[src/rtl/lsu_bus_ctrl.sv]
// lsu_bus_ctrl: data-memory bus controller behind the memory stage.
// Runs one req/gnt/rvalid transaction per access and holds the pipeline
// stalled until that transaction retires. Transactions are aborted after
// TIMEOUT_CYC cycles spent waiting on the bus.
module lsu_bus_ctrl #(
    parameter int unsigned TIMEOUT_CYC = 255
) (
    input  logic        clk,
    input  logic        rst_n,
    input  logic        mem_req,
    input  logic        we_re,
    input  logic [31:0] addr,
    input  logic [31:0] wdata,
    input  logic [3:0]  mask,
    output logic        stall_o,
    output logic [31:0] load_data_o,
    output logic        load_valid_o,
    output logic        err_o,
    output logic        bus_req_o,
    output logic        bus_we_o,
    output logic [31:0] bus_addr_o,
    output logic [31:0] bus_wdata_o,
    output logic [3:0]  bus_mask_o,
    input  logic        bus_gnt_i,
    input  logic        bus_rvalid_i,
    input  logic [31:0] bus_rdata_i
);

    typedef enum logic [1:0] {
        ST_IDLE = 2'd0,
        ST_REQ  = 2'd1,
        ST_RESP = 2'd2,
        ST_DONE = 2'd3
    } state_e;

    // Last waiting cycle index; the counter equals the number of REQ+RESP
    // cycles already spent, so hitting this value means the budget is used up.
    localparam logic [15:0] CNT_LAST = 16'(TIMEOUT_CYC - 32'd1);

    state_e      state_r;
    state_e      state_nxt_s;
    logic [15:0] cnt_r;

    // The bus output registers double as the latched request: they are
    // loaded when the access is accepted and cleared when REQ is left.
    logic        bus_req_r;
    logic        bus_we_r;
    logic [31:0] bus_addr_r;
    logic [31:0] bus_wdata_r;
    logic [3:0]  bus_mask_r;

    logic [31:0] load_data_r;
    logic        load_valid_r;
    logic        err_r;

    logic        store_done_s;
    logic        load_done_s;
    logic        timeout_s;
    logic        resp_wait_s;
    logic        stall_s;

    // Byte offset is carried entirely by the lane mask.
    logic        addr_lo_unused_s;
    assign addr_lo_unused_s = ^addr[1:0];

    // Decode what the bus did this cycle; completion has priority over abort
    always_comb begin
        store_done_s = 1'b0;
        load_done_s  = 1'b0;
        timeout_s    = 1'b0;
        resp_wait_s  = 1'b0;
        case (state_r)
            ST_REQ: begin
                if (bus_gnt_i && bus_we_r) begin
                    store_done_s = 1'b1;
                end else if (bus_gnt_i && bus_rvalid_i) begin
                    load_done_s = 1'b1;
                end else if (cnt_r >= CNT_LAST) begin
                    timeout_s = 1'b1;
                end else if (bus_gnt_i) begin
                    resp_wait_s = 1'b1;
                end else begin
                    resp_wait_s = 1'b0;
                end
            end
            ST_RESP: begin
                if (bus_rvalid_i) begin
                    load_done_s = 1'b1;
                end else if (cnt_r >= CNT_LAST) begin
                    timeout_s = 1'b1;
                end else begin
                    timeout_s = 1'b0;
                end
            end
            default: begin
                timeout_s = 1'b0;
            end
        endcase
    end

    // FSM state register
    always_ff @(posedge clk or negedge rst_n) begin
        if (!rst_n) begin
            state_r <= ST_IDLE;
        end else begin
            state_r <= state_nxt_s;
        end
    end

    // FSM next-state logic
    always_comb begin
        state_nxt_s = state_r;
        case (state_r)
            ST_IDLE: begin
                if (mem_req) begin
                    state_nxt_s = ST_REQ;
                end else begin
                    state_nxt_s = ST_IDLE;
                end
            end
            ST_REQ: begin
                if (store_done_s || load_done_s || timeout_s) begin
                    state_nxt_s = ST_DONE;
                end else if (resp_wait_s) begin
                    state_nxt_s = ST_RESP;
                end else begin
                    state_nxt_s = ST_REQ;
                end
            end
            ST_RESP: begin
                if (load_done_s || timeout_s) begin
                    state_nxt_s = ST_DONE;
                end else begin
                    state_nxt_s = ST_RESP;
                end
            end
            ST_DONE: begin
                // A request seen here still belongs to the retiring access.
                state_nxt_s = ST_IDLE;
            end
            default: begin
                state_nxt_s = ST_IDLE;
            end
        endcase
    end

    // FSM output logic: freeze the pipeline until the access retires
    always_comb begin
        stall_s = 1'b0;
        case (state_r)
            ST_IDLE: stall_s = mem_req;
            ST_REQ:  stall_s = 1'b1;
            ST_RESP: stall_s = 1'b1;
            ST_DONE: stall_s = 1'b0;
            default: stall_s = 1'b0;
        endcase
    end

    // Wait-cycle counter; saturates so it can never wrap back below the limit
    always_ff @(posedge clk or negedge rst_n) begin
        if (!rst_n) begin
            cnt_r <= 16'd0;
        end else if ((state_r == ST_IDLE) && mem_req) begin
            cnt_r <= 16'd0;
        end else if (((state_r == ST_REQ) || (state_r == ST_RESP)) && (cnt_r != 16'hFFFF)) begin
            cnt_r <= cnt_r + 16'd1;
        end else begin
            cnt_r <= cnt_r;
        end
    end

    // Latch the accepted request into the bus registers; drop them once granted or aborted
    always_ff @(posedge clk or negedge rst_n) begin
        if (!rst_n) begin
            bus_req_r   <= 1'b0;
            bus_we_r    <= 1'b0;
            bus_addr_r  <= 32'd0;
            bus_wdata_r <= 32'd0;
            bus_mask_r  <= 4'd0;
        end else if ((state_r == ST_IDLE) && mem_req) begin
            bus_req_r   <= 1'b1;
            bus_we_r    <= we_re;
            bus_addr_r  <= {addr[31:2], 2'b00};
            bus_wdata_r <= wdata;
            bus_mask_r  <= mask;
        end else if ((state_r == ST_REQ) && (state_nxt_s != ST_REQ)) begin
            bus_req_r   <= 1'b0;
            bus_we_r    <= 1'b0;
            bus_addr_r  <= 32'd0;
            bus_wdata_r <= 32'd0;
            bus_mask_r  <= 4'd0;
        end else begin
            bus_req_r   <= bus_req_r;
            bus_we_r    <= bus_we_r;
            bus_addr_r  <= bus_addr_r;
            bus_wdata_r <= bus_wdata_r;
            bus_mask_r  <= bus_mask_r;
        end
    end

    // Retirement pulses and load data capture, visible during DONE
    always_ff @(posedge clk or negedge rst_n) begin
        if (!rst_n) begin
            load_valid_r <= 1'b0;
            err_r        <= 1'b0;
            load_data_r  <= 32'd0;
        end else begin
            load_valid_r <= load_done_s;
            err_r        <= timeout_s;
            if (load_done_s) begin
                load_data_r <= bus_rdata_i;
            end else if (timeout_s && !bus_we_r) begin
                load_data_r <= 32'd0;
            end else begin
                load_data_r <= load_data_r;
            end
        end
    end

    assign stall_o      = stall_s;
    assign load_data_o  = load_data_r;
    assign load_valid_o = load_valid_r;
    assign err_o        = err_r;
    assign bus_req_o    = bus_req_r;
    assign bus_we_o     = bus_we_r;
    assign bus_addr_o   = bus_addr_r;
    assign bus_wdata_o  = bus_wdata_r;
    assign bus_mask_o   = bus_mask_r;

endmodule

[config.mk]
export PLATFORM = sky130hd
export DESIGN_NAME = lsu_bus_ctrl
export DESIGN_NICKNAME = d
export VERILOG_FILES = /design/src/rtl/lsu_bus_ctrl.sv
export SDC_FILE = /design/constraint.sdc
export NUM_CORES = 1
export LEC_CHECK = 0
export ABC_AREA = 0
export CORE_ASPECT_RATIO = 2
export CORE_MARGIN = 1
export CORE_UTILIZATION = 46
export DETAILED_ROUTE_END_ITERATION = 16
export GPL_TIMING_DRIVEN = 0
export PLACE_DENSITY = 0.85
export SLEW_MARGIN = 20
export SYNTH_ARGS = -nofsm -noshare
export SYNTH_HDL_FRONTEND = slang
export SYNTH_SLANG_ARGS = --single-unit
[constraint.sdc]
create_clock -name clk -period 4.5 [get_ports clk]
set_clock_uncertainty 0.15 [all_clocks]
set_input_delay 0.9 -clock clk [delete_from_list [all_inputs] [get_ports clk]]
set_output_delay 0.9 -clock clk [all_outputs]
set_load 0.03 [all_outputs]
# Yosys cells after proc, flatten, opt, wreduce, memory -nomap -nowiden
# Cells that the tools add are included.
[word_totals]
in_bits = 106
out_inout_bits = 105
latchBits = 0
ff_bits = 122
n_memories = 0
rom_bits = 0
elab_cells = 67
mem_bits_rw = 0
[op_classes]
bitwise_logic = 0
order_cmp = 1
eq_ne = 5
addsub = 1
muxes = 34
div_mod_pow = 0
n_reduce_logical = 16
n_shift = 0
mul = 0
[ops]
columns = ["operator", "count"]
rows = [
  ["32-bit 2-to-1 mux", 5],
  ["16-bit 2-to-1 mux", 2],
  ["1-bit 2-to-1 mux", 19],
  ["16-bit by 1-bit adder with 16-bit output (second input constant)", 1],
  ["16-bit by 8-bit >= comparator with 1-bit output (second input constant)", 1],
  ["16-bit inequality test (second input constant)", 1],
  ["4-bit 2-to-1 mux", 2],
  ["2-bit case mux with 4 select lines", 1],
  ["1-bit logical AND", 6],
  ["2-bit nonzero test", 3],
  ["2-bit == test (second input constant)", 2],
  ["1-bit logical OR", 4],
  ["2-bit 2-to-1 mux", 2],
  ["1-bit case mux with 2 select lines", 2],
  ["1-bit case mux with 3 select lines", 1],
  ["2-bit by 1-bit == test with 1-bit output (second input constant)", 1],
  ["2-bit zero test", 1],
  ["2-bit by 1-bit inequality test with 1-bit output (second input constant)", 1],
  ["2-bit OR reduction", 1],
  ["1-bit zero test", 1],
]

# Depth between registers and ports, before layout
# Gate-level depths: netlist of run 1.
[logic_depth]
depth_word = 12
ltp_mapped = 11

# Least setup slack after synthesis of run 1
# OpenSTA, ideal clock, no wires.
[synth_path]
path_type = "register to output"
from = "reg state_r[0]"
to = "out stall_o"
required_time_ns = 3.450
slack_ns = 1.901
arrival_time_ns = 1.549
stages_incl_launch_ff = 5
cell_sequence = "dfrtp_1 inv_1 ha_1 inv_1 o21ai_0"
[synth_between]
elab_chain_len = 3
[synth_rtl]
columns = ["item", "line", "rtl"]
rows = [
  ["start: declaration", "40", "state_e state_r;"],
  ["start signal: assignment", "106", "state_r <= state_nxt_s;"],
  ["2-bit by 1-bit == test with 1-bit output or 2-bit == test (tied branches)", "150", "case (state_r)"],
  ["2-bit OR reduction (no line)", "-", ""],
  ["1-bit case mux with 3 select lines *", "150", ""],
  ["end: declaration", "15", "output logic stall_o,"],
]
# Every way passes the cells marked *; elsewhere a longest branch is shown, timed or not.

# Worst setup path in the final report of run 1
[layout_path]
from = "in mem_req"
to = "out stall_o"
[layout_between]
elab_chain_len = 1
[layout_rtl]
columns = ["item", "line", "rtl"]
rows = [
  ["start: declaration", "10", "input logic mem_req,"],
  ["1-bit case mux with 3 select lines", "150", ""],
]
# No other way between the ends.

==> results.sh, run 1 <==
export IMPL_outcome="completed"
export IMPL_hold_viol=0
export IMPL_routedWlPerCell_um=17.8
export IMPL_drt_wl_total_um=15600
export IMPL_ioPinCount=211
export IMPL_grt_use_total_pct=27.7
export IMPL_min_period_ns=3.42
export IMPL_gp_congestion=0.810
export IMPL_dieArea_sq_mm=0.0115
export IMPL_synthArstFlopShare_pct=100
export IMPL_synth_top_cell_area_share_pct=59.2
export IMPL_cellLeakagePower_nw=3.49
export IMPL_peakVddDrop_mv=0.425
export IMPL_htreeDepth=4
export IMPL_fillers=712
export IMPL_drv_cap=0
export IMPL_cts_root_buf="clkbuf_16"
export IMPL_fin_util_pct=74.7
export IMPL_ys_top_cells_by_area="dfrtp_1 59%, nand2_1 11%, a22o_1 5.5%"
export IMPL_viasPerCell=5.36
export IMPL_synth_edf_count=0
export IMPL_layout_nets=839
export IMPL_hp_class="primary input to async pin"
export IMPL_synth_warning_count=0
export IMPL_dieWidth_um=76.2
export IMPL_critPathKind="primary input to output port"
export IMPL_ys_seq_area_share_pct=59.2
export IMPL_drtIter0Drc=230
export IMPL_required_ns=3.45
export IMPL_die_y_um=150
export IMPL_max_freq_mhz=292
export IMPL_power_mw=5.98
export IMPL_path_clk_slew_ns=0.06
export IMPL_ys_seq_elements=120
export IMPL_postCtsResizedCells=0
export IMPL_maxSlewHeadroom_pct=61.7
export IMPL_post_cts_buffers=0
export IMPL_placed_area_sq_mm=0.00733
export IMPL_grt_pass1_vias=4947
export IMPL_worst_slack_ns=1.08
export IMPL_clk_latency_ns=0.41
export IMPL_port_buffer_count=206
export IMPL_rsz0062_at_grt="false"
export IMPL_worst_pin_slew_ns=0.572
export IMPL_antenna_found_initial=0
export IMPL_ant_nets=0
export IMPL_syn2layout_area_growth_pct=56.3
export IMPL_clockBufferDepth=2
export IMPL_fp_row_count=53
export IMPL_core_sq_mm=0.0106
export IMPL_drtPass1Iterations=4
export IMPL_fin_area_sq_mm=0.00792
export IMPL_seqCellArea_sq_mm=0.00300
export IMPL_grt_start_max_net_pins=88
export IMPL_hold_buffers=0
export IMPL_multi_input_area_sq_mm=0.00187
export IMPL_gr_total_overflow=0
export IMPL_cts_tree="yes"
export IMPL_drcViolationCount=0
export IMPL_yosysTopAreaCell="dfrtp_1"
export IMPL_holdWs_ns=0.221
export IMPL_crit_path_max_fanout=4
export IMPL_vias=4699
export IMPL_finalSetupViolCount=0
export IMPL_synth_area_per_cell_sq_um=10.1
export IMPL_finalNonFillerCells=877
export IMPL_cts_buffers=17
export IMPL_post_route_period_util_pct=76.0
export IMPL_grt_pass1_wl_um=24200
export IMPL_cellPowerDensity_mw_per_mm2=754
export IMPL_ys_types=41
export IMPL_pre_cts_ws_ns=1.06
export IMPL_drive_gt1_share_pct=8.78
export IMPL_start_kind="primary input"
export IMPL_antenna_cells=0
export IMPL_dp_hpwl_um=11200
export IMPL_arrival_ns=2.37
export IMPL_placedCellCount=845
export IMPL_ys_flop_type="dfrtp_1"
export IMPL_fin_tns_setup_ns=0
export IMPL_initial_core_util_pct=47.8
export IMPL_synthCells=500
export IMPL_end_kind="output port"
export IMPL_cts_sinks=120
export IMPL_syn_area_sq_mm=0.00507
export IMPL_slew_viol_final=0
==> where the power goes <==
group          internal [mW]  leakage (nW)  switching [mW]  total, mW
Sequential              1.48          1.55           0.250       1.73
Clock                  0.832         0.284           0.495       1.33
Combinational           1.16          1.65            1.75       2.92
==> layer usage <==
layer,track usage (%),routed length (um)
met1,28.2,5340
met4,19.1,859
met2,49.7,8610
met3,6.42,783
met5,0,0
==> flip-flops by register name (all words and copies together), names as in the netlist <==
register	count
bus_we_o	1
state_r	2
bus_wdata_o	32
cnt_r	16
err_o	1
load_data_o	32
bus_mask_o	4
bus_req_o	1
load_valid_o	1
bus_addr_o	30
==> layout by cell type, fill, tap and decap left out, types with 6 or more instances in the layout <==
cell type        count
nand2_1            144
nand4_1              6
ha_1                 6
nand3_1              8
and3_1               6
clkbuf_16           17
a21oi_2             18
clkbuf_1            25
a22o_1              32
nor2_1              23
xor2_1              10
a21oi_1             50
inv_1                8
clkdlybuf4s50_1    205
dfrtp_1            120
==> cells by family after synthesis <==
group / count (synthesis) / share of synthesized area (%)
other cells: 1 / 0.0740
xor+xnor: 13 / 2.25
flops: 120 / 59.2
mux: 2 / 0.395
buf+inv: 42 / 3.95
fa+ha+maj: 6 / 1.48
simple gates: 203 / 17.1
compound gates: 113 / 15.6
==> layout make-up <==
cell class              instances  area share (%)
plain buffers                  34            2.15
clock buffers                  22            6.24
clock inverters                10            1.18
inverters                       8           0.379
multi-input cells             339            23.6
flip-flops and latches        120            37.9
well taps                     137            2.16
repair buffers                207            26.4
==> path summary, 6_finish.rpt <==
path / from / end / slack, ns / depth (start not counted)
setup / recovery: mem_req / stall_o / 1.08 / 4
hold / removal: rst_n / bus_addr_o[24] / 0.22 / 1
setup reg to reg: state_r[1] / bus_wdata_o[21] / 1.56 / 10
hold reg to reg: load_data_o[18] / load_data_o[18] / 0.35 / 1
max in group asynchronous: rst_n / load_data_o[14] / 3.25 / 2
min in group clk: load_data_o[18] / load_data_o[18] / 0.35 / 1
==> synth_stat cells, types with 3 or more instances <==
cell type	instances
clkbuf_1	25
nand3_1	8
a22o_1	32
nor4_1	4
xnor2_1	3
buf_2	4
xor2_1	10
dfrtp_1	120
ha_1	6
a21oi_2	18
a21oi_1	50
nand4_1	6
o21ai_0	4
nor2_1	23
inv_1	8
nand2_1	144
and3_1	6
==> worst max-delay path, cell delays in order <==
cell and delay (ns):
clkdlybuf4s50_1 0.53, nand2_1 0.11, o21ai_0 0.12, clkdlybuf4s50_1 0.71
Note: power is estimated with default switching activity, not from simulation.
==> run 2: changes to the inputs <==
--- a/config.mk
+++ b/config.mk
@@ -8,10 +8,10 @@
 export ABC_AREA = 0
 export CORE_ASPECT_RATIO = 2
 export CORE_MARGIN = 1
-export CORE_UTILIZATION = 46
+export CORE_UTILIZATION = 43
 export DETAILED_ROUTE_END_ITERATION = 16
 export GPL_TIMING_DRIVEN = 0
-export PLACE_DENSITY = 0.85
+export PLACE_DENSITY = 0.8
 export SLEW_MARGIN = 20
 export SYNTH_ARGS = -nofsm -noshare
 export SYNTH_HDL_FRONTEND = slang
==> constraint.sdc (replaced) <==
create_clock -name clk -period 3.25 [get_ports clk]
set_clock_uncertainty 0.15 [all_clocks]
set_input_delay 0.65 -clock clk [delete_from_list [all_inputs] [get_ports clk]]
set_output_delay 0.65 -clock clk [all_outputs]
set_load 0.03 [all_outputs]
==> run 2 against run 1 <==
  * Sequential power increased by 38%
  * Critical path depth rose by 1
  * Non-clock buffer count did not move
  * Hold slack got worse by 0.17 ns
  * Largest cell class unchanged
==> results.sh, run 2 (synthesis gave the netlist of run 1 again) <==
export IMPL_outcome="completed"
export IMPL_drtPass1Iterations=4
export IMPL_post_route_period_util_pct=96.5
export IMPL_dieArea_sq_mm=0.0123
export IMPL_fin_util_pct=69.5
export IMPL_path_cells="inv_1 -> ha_1 -> inv_1 -> o21ai_0 -> clkdlybuf4s50_1"
export IMPL_mostFrequentLayoutCell="clkdlybuf4s50_1"
export IMPL_min_period_ns=3.13
export IMPL_path_clk_slew_ns=0.06
export IMPL_antenna_cells=0
export IMPL_drt_wl_total_um=15000
export IMPL_dieWidth_um=78.8
export IMPL_cellLeakagePower_nw=3.49
export IMPL_cts_buffers=17
export IMPL_hold_buffers=0
export IMPL_gr_total_overflow=0
export IMPL_path_common_cell="inv_1"
export IMPL_slowest_delay_ns=0.72
export IMPL_initial_core_util_pct=44.4
export IMPL_placedCellCount=850
export IMPL_dp_hpwl_um=11300
export IMPL_arrival_ns=2.33
export IMPL_p_seq_share_pct=28.7
export IMPL_cts_sinks=120
export IMPL_peakVddDrop_mv=0.567
export IMPL_die_y_um=156
export IMPL_postCtsResizedCells=0
export IMPL_p_switching_mw=3.40
export IMPL_final_cell_mix="205 x clkdlybuf4s50_1, 144 x nand2_1, 120 x dfrtp_1"
export IMPL_grt_pass1_vias=4727
export IMPL_max_freq_mhz=319
export IMPL_worst_pin_slew_ns=0.550
export IMPL_maxSlewHeadroom_pct=63.4
export IMPL_ant_nets=0
export IMPL_fillers=853
export IMPL_fp_row_count=55
export IMPL_syn2layout_area_growth_pct=56.6
export IMPL_fin_tns_setup_ns=0
export IMPL_crit_path_max_fanout=5
export IMPL_pwr_share_comb_pct=48.5
export IMPL_routedWlPerCell_um=17.0
export IMPL_slew_viol_final=0
export IMPL_htreeDepth=4
export IMPL_cts_tree="yes"
export IMPL_start_kind="flop"
export IMPL_clockBufferDepth=2
export IMPL_rrSetupSlack_ns=0.43
export IMPL_gp_congestion=0.818
export IMPL_cellPowerDensity_mw_per_mm2=1040
export IMPL_grt_start_max_net_pins=66
export IMPL_cts_root_buf="clkbuf_16"
export IMPL_layout_nets=839
export IMPL_grt_use_total_pct=25.5
export IMPL_rsz0062_at_grt="false"
export IMPL_required_ns=2.45
export IMPL_hold_viol=0
export IMPL_clk_latency_ns=0.41
export IMPL_drcViolationCount=0
export IMPL_switching_share_pct=41.0
export IMPL_fin_area_sq_mm=0.00794
export IMPL_hp_class="primary input to async pin"
export IMPL_viasPerCell=5.17
export IMPL_end_kind="output port"
export IMPL_drv_cap=0
export IMPL_finalSetupViolCount=0
export IMPL_drtIter0Drc=255
export IMPL_post_cts_buffers=0
export IMPL_vias=4558
export IMPL_critPathKind="flop to output port"
export IMPL_finalNonFillerCells=882
export IMPL_antenna_found_initial=0
export IMPL_placed_area_sq_mm=0.00734
export IMPL_ioPinCount=211
export IMPL_port_buffer_count=206
export IMPL_p_int_mw=4.88
export IMPL_clkPwrFrac_pct=22.8
export IMPL_core_sq_mm=0.0114
export IMPL_drive_gt1_share_pct=8.51
export IMPL_crit_slowest_cell="clkdlybuf4s50_1"
export IMPL_grt_pass1_wl_um=23600
==> run 2: changes by cell type in the layout (fill, tap and decap cells not counted), sizes merged <==
| cell | before | now |
|---|---|---|
| bufinv | 1 | 3 |
| clkbuf | 47 | 45 |
| clkinv | 6 | 5 |
| inv | 8 | 9 |
==> run 2: power by group through the flow <==
| stage | clock [mW] | sequential, mW | combinational [mW] |
|---|---|---|---|
| floorplan | 0 | 3.36 | 1.39 |
| global placement | 0 | 2.36 | 3.92 |
| detailed placement | 0 | 2.39 | 4.03 |
| CTS | 1.93 | 2.38 | 4.05 |
| global route | 1.99 | 2.44 | 4.29 |
| finish | 1.89 | 2.38 | 4.02 |
==> run 2: layout make-up <==
cell class | instances | area [sq um] | share of cell area [%]
Buffer | 34 | 170 | 2.14
Clock buffer | 20 | 447 | 5.63
Clock inverter | 12 | 150 | 1.89
Inverter | 8 | 30.0 | 0.378
Multi-Input combinational cell | 339 | 1870 | 23.5
Sequential cell | 120 | 3000 | 37.8
Tap cell | 142 | 178 | 2.24
Timing Repair Buffer | 207 | 2090 | 26.3
==> run 2: path summary, 6_finish.rpt <==
kind / to / from / cells past startpoint
worst max-delay path: stall_o / state_r[0] / 5
min in group clk: load_data_o[10] / load_data_o[10] / 1
worst max register to register: bus_addr_o[21] / state_r[1] / 10
worst min-delay path: bus_addr_o[10] / rst_n / 1
max in group asynchronous: load_data_o[16] / rst_n / 2
worst min register to register: load_data_o[10] / load_data_o[10] / 1
==> run 2: per-layer routing <==
layer	track usage, %	part of all wire [%]
met1	27.0	35
met2	45.3	55
met3	6.26	4.5
met4	14.0	5.0
met5	0	0
==> run 2: worst max-delay path, delay by kind of cell, from the launching register on <==
kind,cells,cell delay (ns)
flops,1,0.44
compound gates,1,0.21
fa+ha+maj,1,0.34
buf+inv,3,0.94
==> run 2: metrics by stage <==
step / setup slack, ns / total power [mW] / hold WS (ns)
after floorplan: 0.862 / 4.75 / 0.204
after global placement: -3.08 / 6.28 / 0.334
after detailed placement: 0.132 / 6.42 / 0.331
after CTS: 0.0735 / 8.35 / 0.0630
after global routing: 0.0265 / 8.72 / 0.0783
final: 0.115 / 8.28 / 0.0458
